`config.mk`:
```
export PLATFORM = sky130hd
export DESIGN_NAME = seg_count_ctrl
export DESIGN_NICKNAME = d
export VERILOG_FILES = /design/src/rtl/seg_count_ctrl.sv
export SDC_FILE = /design/constraint.sdc
export NUM_CORES = 1
export LEC_CHECK = 0
export CAP_MARGIN = 20
export CORE_MARGIN = 1.5
export CORE_UTILIZATION = 35
export DETAILED_ROUTE_END_ITERATION = 8
export HOLD_SLACK_MARGIN = 0.06
export PLACE_DENSITY = 0.64
export SLEW_MARGIN = 20
export SYNTH_ARGS = -nofsm -noshare
export SYNTH_HDL_FRONTEND = slang
export SYNTH_SLANG_ARGS = --single-unit
```
`constraint.sdc`:
```
create_clock -name clk -period 2.2 [get_ports clk]
set_input_delay 0.22 -clock clk [delete_from_list [all_inputs] [get_ports clk]]
set_output_delay 0.22 -clock clk [all_outputs]
set_load 0.02 [all_outputs]
```
`src/rtl/seg_count_ctrl.sv`:
```
// Four-digit hex up/down counter with a multiplexed seven-segment scan.
// Optional leading-zero blanking is built when SEG_BLANK_EN is defined.
module seg_count_ctrl #(
   parameter int TICK_DIV = 25000000,
   parameter int SCAN_DIV = 50000
) (
   input  logic        clk,
   input  logic        rst_n,
   input  logic        mode,
   input  logic        run,
   input  logic        load,
   input  logic [15:0] load_val,
   output logic [3:0]  com,
   output logic [6:0]  segment,
   output logic        step,
   output logic [15:0] count
);

   localparam int PW = $clog2(TICK_DIV);
   localparam int SW = $clog2(SCAN_DIV);
   localparam logic [PW-1:0] P_LAST = PW'(TICK_DIV - 1);
   localparam logic [SW-1:0] S_LAST = SW'(SCAN_DIV - 1);

   logic [PW-1:0] p_q, p_d;
   logic [SW-1:0] s_q, s_d;
   logic [1:0]    idx_q, idx_d;
   logic [15:0]   cnt_q, cnt_d;
   logic          step_q, step_d;
   logic [3:0]    com_q, com_d;
   logic [6:0]    seg_q, seg_d;
   logic [3:0]    nib;
   logic          blank;

   // Count path: load wins over a due step and keeps the prescaler cleared.
   always_comb begin
      p_d    = p_q;
      cnt_d  = cnt_q;
      step_d = 1'b0;
      if (load) begin
         cnt_d = load_val;
         p_d   = '0;
      end else if (run) begin
         if (p_q == P_LAST) begin
            p_d    = '0;
            step_d = 1'b1;
            cnt_d  = mode ? cnt_q - 16'd1 : cnt_q + 16'd1;
         end else begin
            p_d = p_q + 1'b1;
         end
      end
   end

   always_comb begin
      s_d   = s_q + 1'b1;
      idx_d = idx_q;
      if (s_q == S_LAST) begin
         s_d   = '0;
         idx_d = idx_q + 2'd1;
      end
   end

   always_comb begin
      nib   = cnt_q[3:0];
      blank = 1'b0;
      case (idx_q)
         2'd0: nib = cnt_q[3:0];
         2'd1: nib = cnt_q[7:4];
         2'd2: nib = cnt_q[11:8];
         default: nib = cnt_q[15:12];
      endcase
`ifdef SEG_BLANK_EN
      case (idx_q)
         2'd1: blank = (cnt_q[15:4] == 12'd0);
         2'd2: blank = (cnt_q[15:8] == 8'd0);
         2'd3: blank = (cnt_q[15:12] == 4'd0);
         default: blank = 1'b0;
      endcase
`endif
   end

   always_comb begin
      case (nib)
         4'h0: seg_d = 7'b0111111;
         4'h1: seg_d = 7'b0000110;
         4'h2: seg_d = 7'b1011011;
         4'h3: seg_d = 7'b1001111;
         4'h4: seg_d = 7'b1100110;
         4'h5: seg_d = 7'b1101101;
         4'h6: seg_d = 7'b1111101;
         4'h7: seg_d = 7'b0000111;
         4'h8: seg_d = 7'b1111111;
         4'h9: seg_d = 7'b1101111;
         4'hA: seg_d = 7'b1110111;
         4'hB: seg_d = 7'b1111100;
         4'hC: seg_d = 7'b1011000;
         4'hD: seg_d = 7'b1011110;
         4'hE: seg_d = 7'b1111001;
         default: seg_d = 7'b1110001;
      endcase
      if (blank) seg_d = 7'b0000000;
      com_d = ~(4'b0001 << idx_q);
   end

   always_ff @(posedge clk) begin
      if (!rst_n) begin
         p_q    <= '0;
         s_q    <= '0;
         idx_q  <= 2'd0;
         cnt_q  <= 16'd0;
         step_q <= 1'b0;
         com_q  <= 4'b1111;
         seg_q  <= 7'b0000000;
      end else begin
         p_q    <= p_d;
         s_q    <= s_d;
         idx_q  <= idx_d;
         cnt_q  <= cnt_d;
         step_q <= step_d;
         com_q  <= com_d;
         seg_q  <= seg_d;
      end
   end

   assign com     = com_q;
   assign segment = seg_q;
   assign step    = step_q;
   assign count   = cnt_q;

endmodule

```
==> results of run 1 <==
state kept, by name, indices dropped and copies added (netlist names):
signal   flops
com          4
idx_q        2
s_q         16
segment      7
count       16
step         1
p_q         25
worst paths after layout:
| check | depth (start not counted) | to | startpoint |
|---|---|---|---|
| setup reg to reg | 8 | segment[3]$_SDFF_PN0_ | idx_q[0]$_SDFFE_PN0P_ |
| hold reg to reg | 1 | s_q[0]$_SDFF_PP0_ | s_q[0]$_SDFF_PP0_ |
| setup / recovery | 8 | segment[3]$_SDFF_PN0_ | idx_q[0]$_SDFFE_PN0P_ |
| hold / removal | 1 | s_q[0]$_SDFF_PP0_ | s_q[0]$_SDFF_PP0_ |
placed cells by master, fill, tap and decap left out, drive strengths merged, types with 3 or more instances in the layout:
master         netlist  layout
a222oi               3       3
nor4                 3       3
xnor2               24      24
o21ai               26      26
mux2                 4       4
a21o                 6       6
nor2b                3       3
nor2                56      56
nand4                7       7
nor3                17      17
a211oi               6       6
nand3               20      21
or3                  8       8
a311oi               6       6
mux2i                5       5
buf                  5      89
inv                 17      18
clkdlybuf4s50        0      47
a21oi               24      24
and2                 3       3
xor2                19      19
nand2               45      45
and3                15      15
a41oi                3       3
a31oi                8       8
dfxtp               71      71
clkinv               0       4
clkbuf              12       9
ha                  28      28
what timing repair did:
item / CTS / global route
gates cloned: 0 / 1
endpoints found under the setup margin: 8 / 14
pin swaps: 10 / 11
setup buffers: 5 / 8
resized for setup: 15 / 27
Yosys cell counts (4+ instances only):
cell type	instances	area, µm²
and3_1	15	93.8
ha_1	28	350
xor2_1	19	166
or3_1	8	50.1
mux2i_1	5	50.1
a211oi_1	5	37.5
o21ai_1	4	20.0
a21oi_1	23	115
nor3_1	17	85.1
mux2_2	4	45.0
nand2_1	45	169
dfxtp_1	71	1420
nand3_1	19	95.1
a311oi_1	6	52.6
o21ai_0	22	110
nand4_1	7	43.8
a21o_1	6	45.0
nor2_1	55	206
a31oi_1	8	50.1
xnor2_1	24	210
inv_1	17	63.8
clkbuf_1	11	41.3
kinds of logic after synthesis:
kind of cell	count (synthesis)	synth area share
AO/OA/AOI/OAI	95	0.159
XOR/XNOR	43	0.0937
adder cells (fa/ha/maj)	29	0.0921
buffers and inverters	34	0.0373
flip-flops	71	0.353
multiplexers	11	0.0348
AND/OR/NAND/NOR	187	0.230
routing by layer:
layer / vias up / routed length [µm] / part of all wire
met3: 17 / 604 / 0.055
met2: 102 / 5260 / 0.48
li1: 1948 / - / -
met5: - / 0 / 0
met4: 0 / 165 / 0.015
met1: 1859 / 4960 / 0.45
area by class of cell:
cell class	count	area, µm²	share of cell area
Tap cell	140	175	0.0301
Multi-Input combinational cell	366	2630	0.452
Clock inverter	7	106	0.0183
Clock buffer	9	225	0.0387
Inverter	17	66.3	0.0114
Timing Repair Buffer	137	1180	0.204
Sequential cell	71	1430	0.246
power groups by stage:
stage	Sequential [W]	Combinational, W	Clock, W
global placement	0.00139	0.000585	0
detailed placement	0.00139	0.000597	0
floorplan	0.00142	0.000277	0
finish	0.00136	0.000658	0.00163
global route	0.00136	0.000718	0.00171
CTS	0.00136	0.000627	0.00166
per-stage QoR:
| stage | area [µm²] | TNS, ns |
|---|---|---|
| 6_report | 5820 | 0 |
| 5_1_grt | 5820 | -0.133 |
| 4_1_cts | 5630 | 0 |
| 3_5_place_dp | 5190 | -2.69 |
| 3_3_place_gp | 5190 | -2.16 |
| 2_1_floorplan | 4030 | 0 |
==> key figures, run 1 <==
Power
  • Reg power frac: 0.373
  • Switching share of power: 0.268
  • Clock share of power: 0.446
  • P per Cell Area: about 630 nW/µm²
  • Comb power frac: 0.181
  • Overall Power: between 0.003 and 0.004 W
  • Int Power: 0.00267 W
  • Worst ir drop on vdd: approximately 0.57 mV
  • Leak: ~2.3 nW
  • NetSw: 0.000976 W

Global routing
  • Met3 usage: 0.0547
  • Gr usage total: 0.191
  • Met2 Usage GRT: 0.321
  • Overflow left after global routing: 0
  • Number of global-route vias before repair: 3822
  • Most Crowded Layer GR: met2
  • Initial antenna violation count: 0
  • Routing usage on met1: 0.234
  • Largest net degree at the start of global routing: 26
  • First-pass GRT wire length: 17900 µm

Finish
  • Layout fillers: between 900 and 1k
  • # diodes: 0
  • Core Util, Final: 0.527
  • Finished Layout Cells: between 700 and 800
  • Nets: 652
  • P&R area growth vs syn: 44.6%
  • Ratio of cells with drive above 1 in the final layout: 0.252

Status
  • Status: finished, final reports clean

Logic synthesis
  • Number of synthesized flops with an enable pin: 0
  • Post-synthesis sequential area ratio: 0.353
  • YS warnings: 0
  • Most common flop cell mapped by yosys: dfxtp_1
  • Post-synth ARST share: 0
  • Post-Syn Instances: 470
  • Synth Register Bits: 71
  • Avg Cell Area, Syn: 8.56 µm²
  • Net count after synthesis: 520
  • Syn Std Cell Area: 4020 µm²
  • Synth cell types: 55

Worst hold path
  • Type of the tightest min-delay check: reg2reg

Drt
  • Initial DRC Count: 295
  • TritonRoute pass-1 iters: 5
  • Routed len/inst: ~15 µm
  • Number of vias per cell: 5.26
  • DRC viols: 0
  • Final WL: 11000 µm
  • Remaining antenna violation count: 0
  • Vias: roughly 3.9k

Clock tree
  • Root buf cell: clkbuf_16
  • Max Root-Sink Buffers: 2
  • Clock tree from TritonCTS: built
  • H-tree levels: 3
  • CTS buffer count: 9
  • Hold_buf cts: 0
  • Worst skew pair latency: 0.35 ns
  • Clock Sinks: 71
  • Clock-pin slew on the worst setup and hold paths: 0.07 ns

Placement
  • Placer Congestion: between 0.9 and 1
  • Inst Count DP: 717
  • IO Port Bufs: 48
  • Post-DP HPWL: 7680 µm
  • Placement Setup Slack: -0.559 ns

Critical path
  • CP bufs+invs: 2
  • Largest stage delay, worst path: 0.45 ns
  • Crit. End Element: flip-flop
  • Worst EP arrival: roughly 2.4 ns
  • CP Max Fanout: 4
  • Req. time, crit path: between 2 and 2.5 ns
  • Reg2Reg Setup Slack: 0.06 ns
  • Worst path most repeated cell: ha_4
  • Slowest cell on the critical path: mux4_2
  • Crit path cell chain: inv_4 -> ha_4 -> a222oi_1 -> a21oi_2 -> ha_4 -> inv_2 -> mux4_2 -> nor2_2
  • CP Class: reg2reg
  • Crit path launch type: flip-flop
  • CP delay by family, top: compound AO/OA/AOI/OAI gates

STA
  • Slew Limit Headroom: 0.661
  • Fin crit period: ~2.1 ns
  • Final worst slack: 0.0615 ns
  • Final worst-path cycle share: 0.972
  • Peak Freq: about 0.47 GHz
  • Hold Vio Cnt, Final: 0
  • RSZ-0062 raised after global routing: yes
  • Slew @ Worst Pin: 0.507 ns
  • Final Max Slew Viols: 0
  • Max Clock Skew: roughly 0.012 ns
  • WHS: about 0.44 ns
  • Final setup vio count: 0

Floorplanning
  • Chip height: 110 µm
  • Site Rows: 38
  • Starting Density: 0.365
  • Ports: 49
  • Die area: 12100 µm²
  • Chip width: roughly 110 µm
  • Core Footprint: 11000 µm²

Run
  • MaxCap Viol Count: 0
Note: power is estimated with default switching activity, not from simulation.
==> run 2: changes to the inputs <==
Settings changed: CORE_ASPECT_RATIO set to 1.25, REMOVE_ABC_BUFFERS set to 1.
==> run 2 against run 1 <==
Effect of this change:
- the flow now finishes with violations (DRC)
- die area hardly changed
- final area is 1.7% lower
- critical path depth stayed put
- clock power is 4% lower
- critical path type unchanged
- non-clock buffer count is 1 lower
- hold slack better by 0.0033 ns
- critical endpoint is now count[13]$_SDFFE_PN0P_
==> key figures, run 2 (same netlist as run 1, synthesis figures left out) <==
Status
  • Status: complete, but fails checks
  • Failing checks: DRC

Power
  • Worst ir drop on vdd: 0.474 mV
  • Reg power frac: 0.379
  • P per Cell Area: 626 nW/µm²
  • Switching share of power: 0.252
  • Int Power: ~0.0027 W
  • NetSw: 0.000901 W
  • Clock share of power: 0.438
  • Leak: 2.33 nW
  • Comb power frac: 0.184

Clock tree
  • Clock-pin slew on the worst setup and hold paths: 0.06 ns
  • H-tree levels: 3
  • Clock tree from TritonCTS: built
  • Worst skew pair latency: 0.34 ns
  • CTS buffer count: 9
  • Hold_buf cts: 0
  • Max Root-Sink Buffers: 2
  • Clock Sinks: 71
  • Root buf cell: clkbuf_16

STA
  • Hold Vio Cnt, Final: 0
  • Slew Limit Headroom: 0.563
  • Slew @ Worst Pin: between 0.6 and 0.7 ns
  • Fin crit period: 2.17 ns
  • Final Max Slew Viols: 0
  • Max Clock Skew: between 0.005 and 0.006 ns
  • Peak Freq: 0.461 GHz
  • Final worst-path cycle share: 0.986
  • Final setup vio count: 0
  • RSZ-0062 raised after global routing: yes

Floorplanning
  • Site Rows: 43
  • Core Footprint: between 10000 and 15000 µm²
  • Chip width: 98.9 µm
  • Die area: 12100 µm²
  • Starting Density: 0.361
  • Chip height: roughly 120 µm
  • Ports: 49

Critical path
  • Crit Reg-Reg Endpoint: count[13]$_SDFFE_PN0P_
  • Worst EP arrival: ~2.4 ns
  • R2R cell count: 8
  • Crit. End Element: flip-flop
  • Largest stage delay, worst path: 0.35 ns
  • Crit path launch type: flip-flop
  • Worst R2R Start: count[3]$_SDFFE_PN0P_
  • Crit path cell chain: ha_4 -> nand2_4 -> buf_4 -> o31ai_2 -> o211ai_1 -> a21oi_2 -> mux2_2 -> a221oi_1
  • Req. time, crit path: 2.43 ns
  • Setup crit start: count[3]$_SDFFE_PN0P_
  • Reg2Reg Setup Slack: 0.03 ns
  • CP Max Fanout: 2
  • CP Class: reg2reg
  • Slowest cell on the critical path: mux2_2
  • Critical Path End: count[13]$_SDFFE_PN0P_

Placement
  • Post-DP HPWL: around 8000 µm
  • Placer Congestion: roughly 0.88
  • IO Port Bufs: 48
  • Inst Count DP: 716

Finish
  • Top reg by flops: p_q
  • Ratio of cells with drive above 1 in the final layout: 0.233
  • Max reg flops: 25
  • Most frequent cells in the layout: buf_4, dfxtp_1, nor2_1
  • P&R area growth vs syn: 42.2%
  • # diodes: 0
  • Most common library cell in the layout ignoring fill and taps: buf_4
  • Nets: 650
  • Core Util, Final: 0.513
  • Finished Layout Cells: about 740

Drt
  • TritonRoute pass-1 iters: 6
  • Initial DRC Count: roughly 220
  • DRC viols: 3
  • Remaining antenna violation count: 0
  • Final WL: 10800 µm
  • Routed len/inst: 14.7 µm
  • Number of vias per cell: 5.18
  • Vias: 3829

Global routing
  • Number of global-route vias before repair: 3803
  • Overflow left after global routing: 0
  • Largest net degree at the start of global routing: 26
  • Initial antenna violation count: 0
  • Gr usage total: 0.188
  • First-pass GRT wire length: 17900 µm

Worst hold path
  • Type of the tightest min-delay check: reg2reg

Run
  • MaxCap Viol Count: 0
## run 2: cell count changes in the layout (fill, tap and decap cells not counted), moves of 2 or more
cell / previous run / this run
inv_1: 12 / 14
buf_6: 3 / 1
nand2_2: 2 / 0
ha_2: 3 / 1
ha_1: 19 / 23
inv_2: 4 / 2
ha_4: 6 / 4
a221oi_2: 2 / 0
a221oi_1: 0 / 2
o21ai_1: 3 / 5
nand3_4: 2 / 0
clkbuf_1: 0 / 2
a211oi_2: 1 / 3
clkinv_4: 4 / 0
## run 2: routing by layer
| metal | up-vias | wire length [µm] | global-route usage |
|---|---|---|---|
| li1 | 1936 | - | - |
| met1 | 1806 | 4680 | 0.219 |
| met2 | 67 | 5510 | 0.326 |
| met3 | 20 | 371 | 0.0467 |
| met4 | 0 | 284 | 0.0848 |
| met5 | - | 0 | 0 |
## run 2: worst min path at each step
| stage | cells after the start | slack [ns] | from | end |
|---|---|---|---|---|
| finish | 1 | 0.45 | s_q[0]$_SDFF_PP0_ | s_q[0]$_SDFF_PP0_ |
| floorplan | 1 | 0.29 | rst_n | com[3]$_SDFF_PN1_ |
| global route | 1 | 0.48 | s_q[0]$_SDFF_PP0_ | s_q[0]$_SDFF_PP0_ |
| detailed placement | 1 | 0.44 | s_q[0]$_SDFF_PP0_ | s_q[0]$_SDFF_PP0_ |
| global placement | 1 | 0.42 | s_q[0]$_SDFF_PP0_ | s_q[0]$_SDFF_PP0_ |
| CTS | 1 | 0.45 | s_q[0]$_SDFF_PP0_ | s_q[0]$_SDFF_PP0_ |
## run 2: power by group through the flow
stage	registers, W	logic [W]	clock network [W]
final	0.00136	0.000657	0.00157
after global routing	0.00136	0.000719	0.00166
after CTS	0.00136	0.000627	0.00160
after detailed placement	0.00138	0.000609	0
after global placement	0.00138	0.000598	0
after floorplan	0.00142	0.000261	0
## run 2: repair_timing
item | CTS | global route
resized for setup | 16 | 20
buffers inserted | 1 | 6
endpoints found under the setup margin | 7 | 9
cloned | 1 | 0
pin swaps | 5 | 13
## run 2: metrics by stage
stage / TNS [ns] / total power, W / hold WS (ns) / area (µm²) / setup WS (ns)
2_1_floorplan: -5.41 / 0.00168 / 0.289 / 3940 / -0.200
3_3_place_gp: -2.41 / 0.00198 / 0.424 / 5210 / -0.474
3_5_place_dp: -2.95 / 0.00199 / 0.442 / 5210 / -0.550
4_1_cts: 0 / 0.00358 / 0.451 / 5590 / 0.0114
5_1_grt: -0.208 / 0.00374 / 0.483 / 5720 / -0.0693
6_report: 0 / 0.00358 / 0.445 / 5720 / 0.0308
## run 2: worst max-delay path: cells and delay by family (launching register included)
kind	cells	cell delay (ns)
simple gates	1	0.05
flops	1	0.34
compound gates	4	0.93
fa+ha+maj	1	0.28
mux	1	0.35
buf+inv	1	0.12
## run 2: layout make-up
cell class                      count  area, µm²
Sequential cell                    71       1430
Inverter                           17       66.3
Clock inverter                      3       67.6
Fill cell                        1049       5420
Timing Repair Buffer              136       1170
Multi-Input combinational cell    365       2570
Clock buffer                       12        246
Tap cell                          135        169
==> run 3: changes to the inputs <==
Settings changed: ABC_AREA set to 1.
==> run 3 against run 2 <==
Effect of this change:
- the run now ends clean
- die area is 12% higher
- total power is 6.0% lower
- core utilization is 7.6 points lower
- clock skew is 0.0012 ns higher
- first-iteration DRC count is 41% lower
- worst setup slack better by 0.17 ns
- register-to-register slack better by 0.17 ns
- critical path depth is 3 higher
- via count is 11% higher
- sequential share of layout area is 0.79 points higher
- critical endpoint is now segment[3]$_SDFF_PN0_
==> key figures, run 3 <==
Status
  • Status: finished, final reports clean

Critical path
  • Req. time, crit path: 2.42 ns
  • Crit. End Element: flip-flop
  • Worst EP arrival: 2.22 ns
  • CP Class: reg2reg
  • R2R cell count: 11
  • CP Max Fanout: 5
  • Crit path launch type: flip-flop

Floorplanning
  • Starting Density: 0.357
  • Chip width: 104 µm
  • Site Rows: 46
  • Core Footprint: about 13000 µm²
  • Ports: 49
  • Die area: 13600 µm²
  • Chip height: 130 µm

Logic synthesis
  • Yosys top cell area share: 0.316
  • Synth top cells by count: nand2_1, inv_1, nor2_1, dfxtp_1, nand3_1
  • Most frequent cell after synthesis: nand2_1
  • Synth Register Bits: 71
  • Synth cell types: between 40 and 50
  • Number of synthesized flops with an enable pin: 0
  • Post-synth ARST share: 0
  • Syn Std Cell Area: 4500 µm²
  • Most common flop cell mapped by yosys: dfxtp_1
  • Post-Syn Instances: 683
  • Largest area contributor in the netlist: dfxtp_1
  • YS warnings: 0
  • Avg Cell Area, Syn: 6.59 µm²
  • Top cells by area, synth: dfxtp_1, nand2_1, ha_1
  • Post-synthesis sequential area ratio: 0.316

Finish
  • Max reg flops: 25
  • Most common library cell in the layout ignoring fill and taps: nand2_1
  • Nets: between 700 and 800
  • # diodes: 0
  • Finished Layout Cells: between 900 and 1k
  • Core Util, Final: 0.437
  • FF+latch area: around 1400 µm²
  • P&R area growth vs syn: 22.5%
  • Layout fillers: 1304
  • Top reg by flops: p_q
  • Multi-input logic area: 2670 µm²
  • Fin area: 5510 µm²
  • Most frequent cells in the layout: nand2_1, inv_1, nor2_1
  • Ratio of cells with drive above 1 in the final layout: 0.0736

Placement
  • IO Port Bufs: 48
  • Placed Area: 5220 µm²
  • Post-DP HPWL: 8790 µm
  • Inst Count DP: approximately 900
  • Placer Congestion: around 0.86

Clock tree
  • Clock tree from TritonCTS: built
  • Hold_buf cts: 0
  • Max Root-Sink Buffers: 2
  • Clock Sinks: 71
  • H-tree levels: 3
  • Worst skew pair latency: 0.34 ns
  • Clock-pin slew on the worst setup and hold paths: 0.06 ns
  • Root buf cell: clkbuf_16
  • CTS buffer count: 9

Drt
  • TritonRoute pass-1 iters: 4
  • Routed len/inst: 12.2 µm
  • Remaining antenna violation count: 0
  • DRC viols: 0
  • Vias: 4255
  • Initial DRC Count: 131
  • Number of vias per cell: 4.65
  • Final WL: 11200 µm

STA
  • Setup_tns: 0 ns
  • Final setup vio count: 0
  • Hold Vio Cnt, Final: 0
  • Max Clock Skew: 0.00636 ns
  • Slew @ Worst Pin: 0.424 ns
  • Peak Freq: 0.501 GHz
  • Fin crit period: about 2.0 ns
  • Final worst-path cycle share: 0.907
  • Final Max Slew Viols: 0
  • RSZ-0062 raised after global routing: no
  • Slew Limit Headroom: 0.717

Global routing
  • Largest net degree at the start of global routing: 21
  • Overflow left after global routing: 0
  • Gr usage total: 0.172
  • Number of global-route vias before repair: 3897
  • First-pass GRT wire length: 18500 µm
  • Initial antenna violation count: 0

Power
  • Reg power frac: 0.406
  • Comb power frac: 0.166
  • Int Power: roughly 0.0024 W
  • Worst ir drop on vdd: 0.270 mV
  • NetSw: 0.000928 W
  • Leak: around 2.4 nW
  • P per Cell Area: approximately 610 nW/µm²
  • Clock share of power: 0.428
  • Switching share of power: 0.276

Worst hold path
  • Hold Path Depth: 1
  • Type of the tightest min-delay check: reg2reg

Run
  • MaxCap Viol Count: 0
-- run 3: cells by family after synthesis --
| logic type | after synthesis | synth area share |
|---|---|---|
| flops | 71 | 0.316 |
| fa+ha+maj | 29 | 0.0823 |
| mux | 1 | 0.00222 |
| xor+xnor | 14 | 0.0272 |
| buf+inv | 105 | 0.0931 |
| compound gates | 81 | 0.0990 |
| simple gates | 382 | 0.380 |
-- run 3: metal layers --
layer,global-route usage,vias to the layer above,share of wire
met5,0,-,0
met4,0.0662,0,0.012
met3,0.0275,11,0.025
met2,0.305,56,0.48
met1,0.211,1879,0.48
li1,-,2309,-
-- run 3: cell type report --
class | instances | area share
multi-input cells | 507 | 0.484
clock inverters | 6 | 0.0111
well taps | 168 | 0.0381
flip-flops and latches | 71 | 0.258
repair buffers | 58 | 0.103
inverters | 95 | 0.0647
clock buffers | 10 | 0.0415
-- run 3: power groups by stage --
stage / sequential (W) / combinational [W] / clock (W)
3_3_place_gp: 0.00140 / 0.000553 / 0
4_1_cts: 0.00137 / 0.000558 / 0.00148
5_1_grt: 0.00137 / 0.000628 / 0.00152
6_report: 0.00137 / 0.000557 / 0.00144
3_5_place_dp: 0.00140 / 0.000554 / 0
2_1_floorplan: 0.00142 / 0.000293 / 0
-- run 3: worst paths after layout --
check	from	to	slack, ns
worst max-delay path	idx_q[0]$_SDFFE_PN0P_	segment[3]$_SDFF_PN0_	0.20
worst max register to register	idx_q[0]$_SDFFE_PN0P_	segment[3]$_SDFF_PN0_	0.20
worst min-delay path	s_q[0]$_SDFF_PP0_	s_q[0]$_SDFF_PP0_	0.45
worst min register to register	s_q[0]$_SDFF_PP0_	s_q[0]$_SDFF_PP0_	0.45
-- run 3: per-stage QoR --
step	hold WS [ns]	setup slack [ns]	power [W]
floorplan	0.289	0.198	0.00172
global placement	0.433	0.0859	0.00195
detailed placement	0.443	0.0749	0.00195
CTS	0.453	0.159	0.00340
global route	0.485	0.0106	0.00352
finish	0.447	0.205	0.00337
-- run 3: timing repair --
item / 4_1_cts / 5_1_grt
resized for setup: 0 / 2
setup buffers: 0 / 0
endpoints found under the setup margin: 0 / 1
-- run 3: critical path, stage by stage (launching register included) --
cell	delay (ns)
dfxtp_1	0.39
inv_1	0.11
ha_1	0.27
nand2_1	0.09
nand2_1	0.04
o22ai_1	0.21
inv_1	0.12
ha_1	0.30
nand2_1	0.07
nand2_1	0.07
o21ai_1	0.16
nor2_1	0.05
